--- config.mk ---
export PLATFORM = sky130hd
export DESIGN_NAME = jtag_axi_fifo_arb
export DESIGN_NICKNAME = d
export VERILOG_FILES = /design/src/rtl/jtag_axi_fifo_arb.sv
export SDC_FILE = /design/constraint.sdc
export NUM_CORES = 1
export LEC_CHECK = 0
export CAP_MARGIN = 0
export CORE_MARGIN = 2
export CORE_UTILIZATION = 33
export CTS_CLUSTER_SIZE = 25
export DETAILED_ROUTE_END_ITERATION = 10
export PLACE_DENSITY = 0.82
export SYNTH_ARGS = -nofsm -noshare
export SYNTH_HDL_FRONTEND = slang
export SYNTH_SLANG_ARGS = --single-unit
--- constraint.sdc ---
create_clock -name clk -period 3.2 [get_ports clk]
set_input_delay 0.32 -clock clk [delete_from_list [all_inputs] [get_ports clk]]
set_output_delay 0.32 -clock clk [all_outputs]
set_load 0.01 [all_outputs]
--- src/rtl/jtag_axi_fifo_arb.sv ---
// Round-robin arbiter that shares one jtag_axi FIFO between N_REQ requesters,
// with per-requester credit limits and a flush sequencer that clears FIFO and credits.
module jtag_axi_fifo_arb #(
    parameter int N_REQ  = 4,
    parameter int DATA_W = 32,
    parameter int QUOTA  = 2,
    localparam int ID_W  = $clog2(N_REQ)
) (
    input  logic                    clk,
    input  logic                    rst,
    input  logic [N_REQ-1:0]        req_valid_i,
    input  logic [N_REQ*DATA_W-1:0] req_data_i,
    output logic [N_REQ-1:0]        req_ready_o,
    output logic                    fifo_write_o,
    output logic [ID_W+DATA_W-1:0]  fifo_data_o,
    input  logic                    fifo_full_i,
    output logic                    fifo_clear_o,
    input  logic                    pop_i,
    input  logic [ID_W-1:0]         pop_id_i,
    input  logic                    flush_i,
    output logic                    flush_done_o,
    output logic                    busy_o,
    output logic                    error_o
);

    localparam int CNT_W = $clog2(QUOTA + 1);

    typedef enum logic [1:0] {
        ST_RUN,
        ST_FLUSH,
        ST_DONE
    } state_e;

    state_e           state_q;
    logic             live_q;
    logic             fifo_clear_q;
    logic             flush_done_q;
    logic             error_q;
    logic [ID_W-1:0]  rr_ptr_q;
    logic [ID_W-1:0]  rr_ptr_d;
    logic [CNT_W-1:0] cnt_q [N_REQ];

    logic             run_ok;
    logic [N_REQ-1:0] elig;
    logic [N_REQ-1:0] pop_hit;
    logic [N_REQ-1:0] credit_ret;
    logic [N_REQ-1:0] gnt_vec;
    logic             gnt_found;
    logic [ID_W-1:0]  gnt_id;
    logic             pop_err;

    // live_q holds grants off for the first cycle after reset release.
    assign run_ok = (state_q == ST_RUN) && live_q && !flush_i && !fifo_full_i;

    always_comb begin
        elig       = '0;
        pop_hit    = '0;
        credit_ret = '0;
        pop_err    = pop_i;
        for (int i = 0; i < N_REQ; i++) begin
            elig[i]       = run_ok && req_valid_i[i] && (cnt_q[i] < CNT_W'(QUOTA));
            pop_hit[i]    = pop_i && (pop_id_i == ID_W'(i));
            credit_ret[i] = pop_hit[i] && (cnt_q[i] != '0);
            if (credit_ret[i]) begin
                pop_err = 1'b0;
            end
        end
    end

    // NOTE: every variable gets a default before the loop so no latch is inferred.
    always_comb begin
        int idx;
        gnt_found = 1'b0;
        gnt_id    = '0;
        for (int k = 0; k < N_REQ; k++) begin
            idx = int'(rr_ptr_q) + k;
            if (idx >= N_REQ) begin
                idx = idx - N_REQ;
            end
            if (!gnt_found && elig[idx]) begin
                gnt_found = 1'b1;
                gnt_id    = ID_W'(idx);
            end
        end
    end

    assign gnt_vec  = gnt_found ? (N_REQ'(1) << gnt_id) : '0;
    assign rr_ptr_d = (gnt_id == ID_W'(N_REQ - 1)) ? '0 : gnt_id + 1'b1;

    // NOTE: the small credit array is reset explicitly; it is state, not a storage RAM.
    always_ff @(posedge clk or posedge rst) begin
        if (rst) begin
            state_q      <= ST_RUN;
            live_q       <= 1'b0;
            rr_ptr_q     <= '0;
            fifo_clear_q <= 1'b0;
            flush_done_q <= 1'b0;
            error_q      <= 1'b0;
            for (int i = 0; i < N_REQ; i++) begin
                cnt_q[i] <= '0;
            end
        end else begin
            live_q       <= 1'b1;
            fifo_clear_q <= 1'b0;
            flush_done_q <= 1'b0;
            error_q      <= 1'b0;
            if (gnt_found) begin
                rr_ptr_q <= rr_ptr_d;
            end
            case (state_q)
                ST_RUN: begin
                    for (int i = 0; i < N_REQ; i++) begin
                        if (gnt_vec[i] && !credit_ret[i]) begin
                            cnt_q[i] <= cnt_q[i] + 1'b1;
                        end else if (!gnt_vec[i] && credit_ret[i]) begin
                            cnt_q[i] <= cnt_q[i] - 1'b1;
                        end
                    end
                    error_q <= pop_err;
                    if (flush_i) begin
                        state_q      <= ST_FLUSH;
                        fifo_clear_q <= 1'b1;
                    end
                end
                ST_FLUSH: begin
                    for (int i = 0; i < N_REQ; i++) begin
                        cnt_q[i] <= '0;
                    end
                    state_q      <= ST_DONE;
                    flush_done_q <= 1'b1;
                end
                ST_DONE: begin
                    state_q <= ST_RUN;
                end
                default: begin
                    state_q <= ST_RUN;
                end
            endcase
        end
    end

    always_comb begin
        busy_o = 1'b0;
        for (int i = 0; i < N_REQ; i++) begin
            busy_o = busy_o | (cnt_q[i] != '0);
        end
    end

    assign req_ready_o  = gnt_vec;
    assign fifo_write_o = gnt_found;
    assign fifo_data_o  = gnt_found ? {gnt_id, req_data_i[int'(gnt_id)*DATA_W +: DATA_W]} : '0;
    assign fifo_clear_o = fifo_clear_q;
    assign flush_done_o = flush_done_q;
    assign error_o      = error_q;

endmodule

==> results.py <==
metrics = {
    "die": {
        "die_height_um": 85.9,
        "chipWidth_um": 85.9,
        "core_area_um2": 6420,
        "dieArea_um2": 7380,
        "rows": 29,
        "start_util": 0.345,
        "pin_count": 182,
    },
    "cells_and_area": {
        "finalNetCount": 570,
        "layout_common_cells": "clkdlybuf4s50_1, mux2i_1, o22ai_1",
        "drive_gt1_frac": 0.0798,
        "fillers": 557,
        "antenna_cells": 0,
        "area_delta_synth_final_pct": 88.2,
        "layout_commonest_cell": "clkdlybuf4s50_1",
        "utilization": 0.649,
    },
    "run": {
        "maxCapViolCount": 0,
    },
    "sta": {
        "rsz0062_at_grt": "false",
        "final.setup.tns_ns": 0,
        "finalHoldViolations": 0,
        "whs_ns": 0.462,
        "fin_crit_ns": 3.01,
        "worst_slew_pin_slew_ns": 0.671,
        "setup_viol": 0,
        "drv_slew": 0,
        "fin_ws_ns": 0.192,
        "relSlewSlack": 0.552,
        "clock_skew_ns": 0.00218,
        "max_freq_ghz": 0.332,
        "finalCritPeriodShare": 0.940,
    },
    "setup_path": {
        "critical_path_class": "input pin to output pin",
        "endpoint_kind": "output pin",
        "cp.required_ns": 2.88,
        "worst-path-max-fanout": 42,
        "critical_path_arrival_ns": 2.69,
        "cpMostUsedCell": "clkdlybuf4s50_1",
        "cp_slowest_stage_delay_ns": 0.60,
        "ff2ff_path_depth": 9,
        "r2r_slack_ns": 0.65,
        "crit_chain": "clkdlybuf4s50_1 -> nor2b_2 -> a311oi_2 -> nor3_4 -> buf_12 -> mux2i_1 -> o22ai_1 -> clkdlybuf4s50_1",
        "cp-start-kind": "input pin",
        "r2r-end": "cnt_q[5]",
        "critPathSlowestCell": "clkdlybuf4s50_1",
        "reg2reg_from": "cnt_q[5]",
    },
    "synth": {
        "synth_edf_count": 0,
        "ys_seq_area_frac": 0.181,
        "syn_avg_cell_area_um2": 8.96,
        "yosys.area.top_type_share": 0.298,
        "synth_area_leaders": "mux2i_1, dfrtp_1, o22ai_1",
        "ys_types": 59,
        "yosysTopAreaCell": "mux2i_1",
        "syn-cell-area_um2": 2210,
        "async_reset_ff_frac": 1.00,
        "synth_cells": 247,
        "ys.flop_type": "dfrtp_1",
        "ys_ff_latch": 16,
        "syn-num-nets": 390,
        "yosys_warnings": 0,
    },
    "clocking": {
        "clk_path_buf_depth": 2,
        "cts_buffers": 3,
        "path_clk_slew_ns": 0.07,
        "hold_buffers": 0,
        "clockRootBuffer": "clkbuf_8",
        "cts_tree": "yes",
        "clock_latency_ns": 0.25,
        "cts_setup_buffers": 0,
        "h-tree-depth": 1,
        "cts_sinks": 16,
    },
    "min_path": {
        "hp-class": "input pin to async pin",
    },
    "grt": {
        "grt-busiest-layer": "met2",
        "grt_use_total": 0.225,
        "antenna_found_initial": 0,
        "grtUsageMet3": 0.0481,
        "met1_usage": 0.275,
        "grt_pass1_vias": 2753,
        "grt_use_met2": 0.409,
        "grt_max_degree": 43,
        "gr-total-overflow": 0,
        "grt_pass1_wl_mm": 13.2,
    },
    "drt": {
        "wl_per_cell_um": 17.6,
        "firstDrtPassIters": 7,
        "via_per_inst": 5.38,
        "drc": 1,
        "wl_mm": 8.87,
        "drtIter0Drc": 103,
        "postRouteAntennaNets": 0,
        "vias": 2704,
    },
    "place": {
        "place_ws_ns": 0.198,
        "dp_hpwl_mm": 7.28,
        "portBuffers": 181,
        "place_congestion": 0.839,
    },
    "run_status": {
        "outcome": "finished with violations",
        "violations": "design-rule violations",
    },
    "power": {
        "leakage_nw": 1.46,
        "power.density_nw_per_um2": 279,
        "ir_drop_uv": 132,
    },
}
[cells in the mapped netlist, types with 2 or more instances]
master	number
nand4_1	2
nor2_1	9
nand3b_1	2
nor3b_1	3
or3b_1	2
clkbuf_1	4
inv_1	11
ha_1	4
nand2_1	11
and4_1	2
nor3_1	5
mux2_2	2
o22ai_1	32
o21ai_0	4
o311ai_1	2
dfrtp_1	16
nor2b_1	6
nand2b_2	2
and3_1	3
nand3_1	5
a31oi_1	3
clkbuf_4	2
o2111ai_1	4
buf_12	3
and2_1	3
mux2i_1	66
a311oi_1	2
buf_6	2
buf_2	5
[worst max-delay path, delay by kind of cell]
kind                   cells  cell delay [ns]
and+or+nand+nor            2             0.49
muxes                      1             0.13
AOI/OAI and AO/OA          2             0.34
buffers and inverters      3             1.38
[flip-flops by register name (all words and copies together) (netlist names)]
signal and flops:
error_o 1, live_q 1, state_q 2, rr_ptr_q 2
fifo_clear_o 1, cnt_q 8, flush_done_o 1
[layout make-up]
cell class,instances,area (um^2),share of cell area
clock buffers,4,55.1,0.0132
inverters,12,45.0,0.0108
multi-input cells,201,1630,0.391
flip-flops and latches,16,400,0.0961
well taps,77,96.3,0.0231
repair buffers,193,1940,0.466
[metal layers]
metal,up-vias,part of all wire
li1,1323,-
met1,1265,0.39
met2,106,0.54
met3,10,0.057
met4,0,0.013
met5,-,0
[what timing repair did]
action / 4_1_cts / 5_1_grt
gates resized for setup: 0 / 3
setup endpoints to repair: 0 / 25
hold endpoints to repair: 0 / 0
[per-stage QoR]
stage	area, um^2	power, W	cells
floorplan	2210	0.000630	247
global placement	4100	0.000950	499
detailed placement	4100	0.000968	499
CTS	4150	0.00116	503
global route	4170	0.00123	503
finish	4170	0.00116	503
[cell families (layout without fill, tap and decap cells)]
logic type	count (synthesis)	in the layout	share of synthesized area
other cells	1	1	0.00169
buf+inv	30	209	0.0927
mux	68	68	0.309
flops	16	16	0.181
compound gates	60	60	0.193
fa+ha+maj	4	4	0.0226
simple gates	68	68	0.200
[power by group]
part	leakage, nW	switching, W	internal, W
combinational	1.22	0.000275	0.000382
sequential	0.209	0.0000687	0.000249
clock	0.0288	0.0000766	0.000109
[worst max path at each step]
stage                              start               to  slack [ns]  cells after the start
after floorplan                 cnt_q[7]         cnt_q[3]        0.84                     10
after CTS                 req_valid_i[0]  fifo_data_o[13]        0.16                      9
final                     req_valid_i[2]  fifo_data_o[13]        0.19                      8
after global routing            cnt_q[5]   req_ready_o[0]        0.01                      9
after detailed placement  req_valid_i[0]  fifo_data_o[13]        0.20                      9
after global placement    req_valid_i[0]  fifo_data_o[12]        0.23                      9
No activity file was read; power rests on OpenSTA's default activity.
